**src/rtl/mean_pkg.sv**
```systemverilog
// Shared types and helpers for the streaming MEAN reduction unit and its divider.
package mean_pkg;

  typedef enum logic [2:0] {IDLE, ACCUM, DIVIDE, OUTPUT, DONE} state_t;

  // Accumulator width: room for 2^CNT_W-1 worst-case elements, plus one bit when zero points widen the element.
  function automatic int acc_w_f(input int data_w, input int cnt_w, input bit zp_en);
    return data_w + cnt_w + (zp_en ? 1 : 0);
  endfunction

  // Half of the divisor, added to the magnitude for round-half-away-from-zero.
  function automatic longint rnd_half(input longint n);
    return n >>> 1;
  endfunction

  function automatic longint sat_narrow(input longint v, input int w);
    longint hi, lo;
    hi = (longint'(1) <<< (w - 1)) - 1;
    lo = -hi - 1;
    if (v > hi) return hi;
    if (v < lo) return lo;
    return v;
  endfunction

endpackage

```
**src/rtl/mean_div_seq.sv**
```systemverilog
// Unsigned restoring divider, one quotient bit per cycle; ACC_W iterations after a load cycle.
module mean_div_seq #(
  parameter int ACC_W = 24,
  parameter int CNT_W = 16
) (
  input  logic             clk,
  input  logic             rst_n,
  input  logic             start,
  input  logic [ACC_W-1:0] dividend,
  input  logic [CNT_W-1:0] divisor,
  output logic [ACC_W-1:0] quotient,
  output logic             done
);
  localparam int CW = $clog2(ACC_W + 1);

  logic [CNT_W-1:0] rem;
  logic [CW-1:0]    cnt;
  logic             run;
  logic [CNT_W:0]   sh, diff;
  logic             ge;

  // Quotient register doubles as the dividend shift register.
  assign sh   = {rem, quotient[ACC_W-1]};
  assign ge   = sh >= {1'b0, divisor};
  assign diff = sh - {1'b0, divisor};
  assign done = run && (cnt == CW'(1));

  always_ff @(posedge clk) begin
    if (!rst_n) begin
      rem      <= '0;
      quotient <= '0;
      cnt      <= '0;
      run      <= 1'b0;
    end else if (start) begin
      rem      <= '0;
      quotient <= dividend;
      cnt      <= CW'(ACC_W);
      run      <= 1'b1;
    end else if (run) begin
      rem      <= CNT_W'(ge ? diff : sh);
      quotient <= {quotient[ACC_W-2:0], ge};
      cnt      <= cnt - CW'(1);
      if (done) run <= 1'b0;
    end
  end

endmodule

```
**src/rtl/mean_reduce_unit.sv**
```systemverilog
// Streaming per-channel MEAN with round-half-away-from-zero division.
// Optional zero-point support is compiled in with `define MEAN_ZP_EN.
import mean_pkg::*;

module mean_reduce_unit #(
  parameter int DATA_W = 8,
  parameter int MAX_CH = 64,
  parameter int CNT_W  = 16
) (
  input  logic                        clk,
  input  logic                        rst_n,
  input  logic                        start,
  input  logic [$clog2(MAX_CH+1)-1:0] cfg_num_ch,
  input  logic [CNT_W-1:0]            cfg_num_spatial,
`ifdef MEAN_ZP_EN
  input  logic [DATA_W-1:0]           cfg_in_zp,
  input  logic [DATA_W-1:0]           cfg_out_zp,
`endif
  output logic                        busy,
  input  logic                        in_valid,
  output logic                        in_ready,
  input  logic [DATA_W-1:0]           in_data,
  output logic                        out_valid,
  input  logic                        out_ready,
  output logic [DATA_W-1:0]           out_data,
  output logic [$clog2(MAX_CH)-1:0]   out_ch,
  output logic                        done,
  output logic                        err
);
`ifdef MEAN_ZP_EN
  localparam bit ZP_EN = 1'b1;
`else
  localparam bit ZP_EN = 1'b0;
`endif
  localparam int CHW   = $clog2(MAX_CH + 1);
  localparam int OCW   = $clog2(MAX_CH);
  localparam int ACC_W = acc_w_f(DATA_W, CNT_W, ZP_EN);

  state_t state, state_nx;

  logic [CHW-1:0]          num_ch;
  logic [CNT_W-1:0]        num_sp;
  logic [OCW-1:0]          ch;
  logic [CNT_W-1:0]        pos;
  logic                    div_ld;
  logic signed [ACC_W-1:0] acc [MAX_CH];

  logic                    cfg_bad, beat, last_ch, last_pos, div_done;
  logic signed [ACC_W-1:0] elem_ext, acc_sel;
  logic [ACC_W-1:0]        mag, dividend, quot;
  logic signed [ACC_W+1:0] q_s, q_z;

  assign cfg_bad  = (cfg_num_ch == '0) || (cfg_num_ch > CHW'(MAX_CH)) || (cfg_num_spatial == '0);
  assign beat     = in_valid && (state == ACCUM);
  assign last_ch  = (CHW'(ch) == num_ch - CHW'(1));
  assign last_pos = (pos == num_sp - CNT_W'(1));

  assign busy      = (state != IDLE);
  assign in_ready  = (state == ACCUM);
  assign out_valid = (state == OUTPUT);
  assign done      = (state == DONE);

`ifdef MEAN_ZP_EN
  logic [DATA_W-1:0]       in_zp, out_zp;
  logic signed [DATA_W:0]  elem_d;
  assign elem_d   = $signed({in_data[DATA_W-1], in_data}) - $signed({in_zp[DATA_W-1], in_zp});
  assign elem_ext = ACC_W'(elem_d);
`else
  assign elem_ext = ACC_W'($signed(in_data));
`endif

  // Sign is taken from the accumulator itself; it stays untouched through DIVIDE and OUTPUT.
  assign acc_sel  = acc[ch];
  assign mag      = acc_sel[ACC_W-1] ? $unsigned(-acc_sel) : $unsigned(acc_sel);
  assign dividend = mag + ACC_W'(rnd_half(longint'(num_sp)));
  assign q_s      = acc_sel[ACC_W-1] ? -$signed({2'b00, quot}) : $signed({2'b00, quot});

`ifdef MEAN_ZP_EN
  assign q_z = q_s + (ACC_W+2)'($signed(out_zp));
`else
  assign q_z = q_s;
`endif

  always_comb begin
    out_data = '0;
    out_ch   = '0;
    if (state == OUTPUT) begin
      out_data = DATA_W'(sat_narrow(longint'(q_z), DATA_W));
      out_ch   = ch;
    end
  end

  mean_div_seq #(.ACC_W(ACC_W), .CNT_W(CNT_W)) u_div (
    .clk      (clk),
    .rst_n    (rst_n),
    .start    (div_ld),
    .dividend (dividend),
    .divisor  (num_sp),
    .quotient (quot),
    .done     (div_done)
  );

  always_ff @(posedge clk) begin
    if (!rst_n) state <= IDLE;
    else        state <= state_nx;
  end

  always_comb begin
    state_nx = state;
    case (state)
      IDLE:    if (start) state_nx = cfg_bad ? DONE : ACCUM;
      ACCUM:   if (beat && last_ch && last_pos) state_nx = DIVIDE;
      DIVIDE:  if (div_done) state_nx = OUTPUT;
      OUTPUT:  if (out_ready) state_nx = last_ch ? DONE : DIVIDE;
      DONE:    state_nx = IDLE;
      default: state_nx = IDLE;
    endcase
  end

  always_ff @(posedge clk) begin
    if (!rst_n) begin
      num_ch <= '0;
      num_sp <= '0;
      ch     <= '0;
      pos    <= '0;
      div_ld <= 1'b0;
      err    <= 1'b0;
      for (int i = 0; i < MAX_CH; i++) acc[i] <= '0;
`ifdef MEAN_ZP_EN
      in_zp  <= '0;
      out_zp <= '0;
`endif
    end else begin
      // Divider load happens in the first DIVIDE cycle, once acc[ch] has settled.
      div_ld <= (state_nx == DIVIDE) && (state != DIVIDE);
      case (state)
        IDLE: if (start) begin
          num_ch <= cfg_num_ch;
          num_sp <= cfg_num_spatial;
          err    <= cfg_bad;
          ch     <= '0;
          pos    <= '0;
          for (int i = 0; i < MAX_CH; i++)
            if (i < int'(cfg_num_ch)) acc[i] <= '0;
`ifdef MEAN_ZP_EN
          in_zp  <= cfg_in_zp;
          out_zp <= cfg_out_zp;
`endif
        end
        ACCUM: if (beat) begin
          acc[ch] <= acc[ch] + elem_ext;
          if (last_ch) begin
            ch  <= '0;
            pos <= pos + CNT_W'(1);
          end else begin
            ch  <= ch + OCW'(1);
          end
        end
        OUTPUT: if (out_ready && !last_ch) ch <= ch + OCW'(1);
        default: ;
      endcase
    end
  end

endmodule

```
**config.mk**
```make
export PLATFORM = sky130hd
export DESIGN_NAME = mean_reduce_unit
export DESIGN_NICKNAME = d
export VERILOG_FILES = /design/src/rtl/mean_pkg.sv /design/src/rtl/mean_div_seq.sv /design/src/rtl/mean_reduce_unit.sv
export SDC_FILE = /design/constraint.sdc
export NUM_CORES = 2
export LEC_CHECK = 0
export CAP_MARGIN = 20
export CORE_ASPECT_RATIO = 0.6
export CORE_MARGIN = 1.5
export CORE_UTILIZATION = 39
export DETAILED_ROUTE_END_ITERATION = 7
export GPL_TIMING_DRIVEN = 0
export SKIP_LAST_GASP = 1
export SYNTH_ARGS = -nofsm -noshare
export SYNTH_HDL_FRONTEND = slang
export SYNTH_SLANG_ARGS = --single-unit
export TNS_END_PERCENT = 30
```
**constraint.sdc**
```tcl
create_clock -name clk -period 8.25 [get_ports clk]
set_input_delay 1.65 -clock clk [delete_from_list [all_inputs] [get_ports clk]]
set_output_delay 1.65 -clock clk [all_outputs]
set_load 0.1 [all_outputs]
```
# After elaboration in Yosys (flattened, before gate mapping)
# Memories as Yosys holds them, arrays and structs flattened. A register that Yosys moved wholly into a read port is not among the register bits.
# Index checks and enable logic that the tools add are counted.
# classes
add_sub_neg,10
n_mul,0
n_div,0
magnitude_cmp,68
n_eq_ne,13
shifts,0
mux,431
bitwise,65
reduce_logical,21
# op_table
cell,count
two-way mux 24 bit,68
two-way mux 1 bit,334
"< comparator 6 x 7 -> 1 bit, first input constant",32
"< comparator 5 x 7 -> 1 bit, first input constant",16
two-way mux 16 bit,4
OR 1 bit,64
"< comparator 4 x 7 -> 1 bit, first input constant",8
two-way mux 6 bit,8
two-way mux 8 bit,4
case mux 16 bit (2 select lines),1
"< comparator 3 x 7 -> 1 bit, first input constant",4
"> comparator 26 x 8 -> 1 bit, second input constant",1
"< comparator 26 x 8 -> 1 bit, second input constant",1
two-way mux 26 bit,1
negation 24 -> 26 bit,1
adder 24 x 15 -> 24 bit,1
adder 24 x 8 -> 24 bit,1
negation 24 bit,1
OR reduction 24 bit,1
two-way mux 3 bit,6
case mux 6 bit (3 select lines),1
greater-or-equal comparator 17 x 16 -> 1 bit,1
"adder 16 x 1 -> 16 bit, second input constant",1
== test 16 bit,1
other kinds (31),47
# totals
ff_bits,96
latchBits,0
mem_bits_rw,1536
mem_bits_ro,0
inputBits,36
output_inout_bits,19
word_cells,621
mem_count,1
# memory_table
name,words,width,read_ports,rd_clocked_by_memory_dff,write_ports,line,text
acc,64,24,1,1,64,mean_reduce_unit.sv:46,logic signed [ACC_W-1:0] acc [MAX_CH];

# Longest topological paths before layout
# depth
word_depth,10
ltp_mapped,28
depth_no_buf,21

# Hierarchy
# Synthesis repeated with hierarchy kept, for this count alone.
# hier_totals
hier_cells,5822
area_unflattened_um2,76502.1
# by_module_without_submodules
mod,n_inst,cells_per_inst,area_each_um2,seq_area_each_um2
mean_reduce_unit,1,5454,73479.2,47245.3
mean_div_seq,1,368,3022.9,920.9

# Worst setup path after synthesis
# No wires, ideal clock.
# synth_timing
path_kind,reg2out
start,register with a tool-made name
end,output out_data[3]
arrival_time_ns,4.964
required_ns,6.600
setup_slack_ns,1.636
stages_incl_launch_ff,19
path_buffers,10
path_cell_list,dfxtp_1 -> buf_6 -> buf_6 -> buf_4 -> buf_4 -> buf_4 -> buf_4 -> mux4_2 -> a22oi_1 -> nand2_1 -> o211ai_1 -> buf_2 -> buf_2 -> clkbuf_1 -> buf_1 -> nor2_1 -> xor2_1 -> a21oi_1 -> nor2_1
# synth_rtl
element,line,text
end: declaration,mean_reduce_unit.sv:25,"output logic [DATA_W-1:0] out_data,"

==> results_dict.tcl <==
set metrics [dict create \
    synth_top_family_by_area "multiplexers" \
    p_int_uw 14300 \
    max_freq_mhz 117 \
    synthXorXnorAreaFrac_pct 1.43 \
    synth_edf_count 1536 \
    start_util_pct 39.4 \
    place_ws_ns -2.26 \
    die_area_um2 196000 \
    powerDensity_nw_per_um2 234 \
    synth-async-reset-ratio_pct 0 \
    nNetsFinal 6192 \
    yosys-mux-area-fraction_pct 12.6 \
    vias 58218 \
    synth_cells 5713 \
    critPathMaxFanout 10 \
    run_status "finished with violations" \
    drive_gt1_share_pct 16.0 \
    grt_max_degree 25 \
    grt_pass1_vias 51819 \
    ys_seq_area_share_pct 63.9 \
    synth_flop_cell "edfxtp_1" \
    hold_buffers 0 \
    synth_cell_type_count 85 \
    first_iter_violations 13278 \
    layout_setup_ws_ns -0.332 \
    fin_total_pwr_uw 20300 \
    slowest_stage "a211oi_1" \
    sw_frac_of_total_pct 29.6 \
    core_um2 191000 \
    path_cells "buf_2 > buf_2 > buf_4 > clkbuf_4 > mux2i_2 > a211oi_1 > nand3_1 > nand3_1 > nor2_1 > inv_1 > ha_1 > nand3_1 > o31ai_1 > a21oi_1 > a2111oi_1 > clkdlybuf4s18_2 > o41a_1 > o21ai_0 > a21oi_2 > buf_6 > clkbuf_1 > nor3_1" \
    dr.pass1.iters 8 \
    gp_routability_congestion 1.09 \
    cp.arrival_ns 9.15 \
    switching_power_uw 6000 \
    max_slew_margin_pct 6.42 \
    grt.overflow.total 0 \
    avgSynthCellArea_um2 13.2 \
    drv_slew 0 \
    cts.sinks 1638 \
    worst_slew_pin_slew_ns 1.40 \
    yosys.area_share.simple_pct 12.5 \
    startpoint_type "flip-flop" \
    fin_util_pct 45.4 \
    crit_top_cell "nand3_1" \
    post-route-min-period_ns 8.58 \
    cts_made_buffers 155 \
    ys_warn_count 0 \
    synth_fa_ha_area_share_pct 1.18 \
    clk_pin_slew_ns 0.07 \
    grt_pass1_wl_um 452000 \
    cts_tree "yes" \
    viasPerCell 6.61 \
    h-tree-depth 4 \
    skew_ns 0.0484 \
    clockBufferDepth 4 \
    peakVddDrop_mv 0.174 \
    synth_area_um2 75400 \
    endpoint_kind "flip-flop" \
    timing.final.crit_share_pct 104 \
    syn_nets 5818 \
    path_class "flip-flop to flip-flop" \
    io_pins 55 \
    drt_wl_total_um 345000 \
    rows 124 \
    ys_seq_elements 1638 \
    clock-root-buffer "clkbuf_16" \
    synth_compound_area_share_pct 5.31 \
    hold_violations 0 \
    die_w_um 570 \
    antenna_found_initial 29 \
    port-buffer-count 52 \
    die_h_um 343 \
    area_delta_synth_final_pct 15.1 \
    ant_nets 0 \
    finalSetupViolCount 185 \
    clockPowerShare_pct 35.5 \
    clk_latency_ns 0.84 \
    maxCapViolations 0 \
    failed_checks "design-rule violations, negative setup slack" \
    nFillCells 17311 \
    place_hpwl_um 258000 \
    wl_per_cell_um 39.1 \
    p_comb_share_pct 16.2 \
    slowest_delay_ns 0.96 \
    fin_tns_setup_ns -26.21 \
    multi_input_area_um2 25300 \
    hp-class "flip-flop to flip-flop" \
    regArea_um2 48200 \
    post-route-drc-count 17 \
    rrSetupSlack_ns -0.33 \
    crit_required_ns 8.81 \
    seqPwrFrac_pct 48.3 \
    leakage_uw 0.0308 \
    grtUsageTotal_pct 34.5 \
]
## layout make-up
class	count	area share, %
repair buffers	225	3.13
plain buffers	488	2.59
flip-flops and latches	1638	55.5
well taps	2583	3.73
diodes	26	0.0750
clock buffers	197	4.79
clock inverters	73	0.667
inverters	74	0.320
multi-input cells	3505	29.2
## power groups by stage
stage | clock [uW] | sequential [uW] | combinational, uW
after floorplan | 0 | 9890 | 1500
after global placement | 0 | 9980 | 2740
after detailed placement | 0 | 9960 | 3010
after CTS | 7060 | 9780 | 3020
after global routing | 7400 | 9820 | 3260
final | 7200 | 9790 | 3290
## kinds of logic (layout without fill, tap and decap cells)
kind of cell / Yosys count / in the layout
multiplexers: 466 / 466
adder cells (fa/ha/maj): 69 / 69
AND/OR/NAND/NOR: 2248 / 2248
XOR/XNOR: 123 / 123
AO/OA/AOI/OAI: 599 / 599
other: 0 / 26
buffers and inverters: 570 / 1057
flip-flops: 1638 / 1638
## metrics by stage
stage / hold WS, ns / cells / instance area [um2]
finish: 0.476 / 8809 / 86700
global route: 0.510 / 8791 / 86700
CTS: 0.478 / 8778 / 86500
detailed placement: 0.468 / 8511 / 81600
global placement: 0.457 / 8348 / 79100
floorplan: 0.441 / 5713 / 75400
## path summary, 6_finish.rpt
check / cells after the start / to / startpoint
worst max-delay path: 22 / acc[52][23] / flip-flop
worst max register to register: 22 / acc[52][23] / flip-flop
worst min-delay path: 2 / num_ch[5] / num_ch[5]
worst min register to register: 2 / num_ch[5] / num_ch[5]
## routing by layer
layer / vias up / GRT usage, % / part of all wire, %
li1: 21878 / - / -
met1: 29329 / 46.2 / 37
met2: 6029 / 39.3 / 34
met3: 922 / 28.1 / 24
met4: 60 / 10.8 / 3.8
met5: - / 7.69 / 0.73
## repair_timing
| action | in CTS | in global routing |
|---|---|---|
| gates resized for setup | 95 | 40 |
| setup endpoints to repair | 223 | 191 |
| buffers inserted | 3 | 0 |
| pin swaps | 1 | 0 |
## worst max-delay path, delay by kind of cell, from the launching register on
family	cells	cell delay, ns
buffers and inverters	8	3.24
AO/OA/AOI/OAI	7	2.85
AND/OR/NAND/NOR	5	1.37
flip-flops	1	0.30
multiplexers	1	0.28
adder cells (fa/ha/maj)	1	0.20
## placed cells by master (no fill, tap or decap), drive strengths merged, types with 18 or more instances in the layout
cell type	instances
o22ai	23
o211ai	32
and3	22
or2	18
xnor2	71
xor2	52
nand4	21
inv	74
a211oi	31
ha	66
mux2i	72
or3	20
edfxtp	1536
nor2b	31
nand2b	21
a31oi	22
a22oi	102
clkinv	60
clkdlybuf4s50	44
a21oi	143
diode	26
buf	274
nand3	88
dfxtp	102
clkbuf	590
nor2	1558
nand2	213
o21ai	101
nor3	179
mux4	383
## Yosys cell counts, types with 16 or more instances
library cell     n  share of area [%]
ha_1            66                1.1
buf_2           39               0.26
a21oi_1        143               0.95
mux2i_1         72               0.96
or3_1           20               0.17
mux4_2         383                 11
clkbuf_1       387                1.9
nor3_1         179                1.2
nor4_1          16               0.13
a211oi_1        30               0.30
nor2_1        1558                7.8
and3_1          22               0.18
nor2b_1         31               0.26
a22o_1          16               0.19
nand2_1        213                1.1
a31oi_1         22               0.18
a21o_1          16               0.16
a22oi_1        102                1.0
inv_1           69               0.34
nand2b_1        21               0.17
buf_4           16               0.16
o22ai_1         23               0.19
o211ai_1        32               0.32
nand4_1         21               0.17
buf_1           39               0.19
xnor2_1         71               0.83
edfxtp_1      1536                 61
and2_1          16               0.13
dfxtp_1        102                2.7
o21ai_0        101               0.67
xor2_1          52               0.60
nand3_1         88               0.58
or2_2           17               0.14
## registers in the layout, indices dropped and copies added (netlist names), named ones only
register and flops:
u_div.quotient 24, u_div.cnt 5, div_ld 1, err 1, ch 6, pos 16
num_ch 7, state 3, u_div.run 1, acc 1536, num_sp 16, u_div.rem 16
No activity file was read; power rests on OpenSTA's default activity.
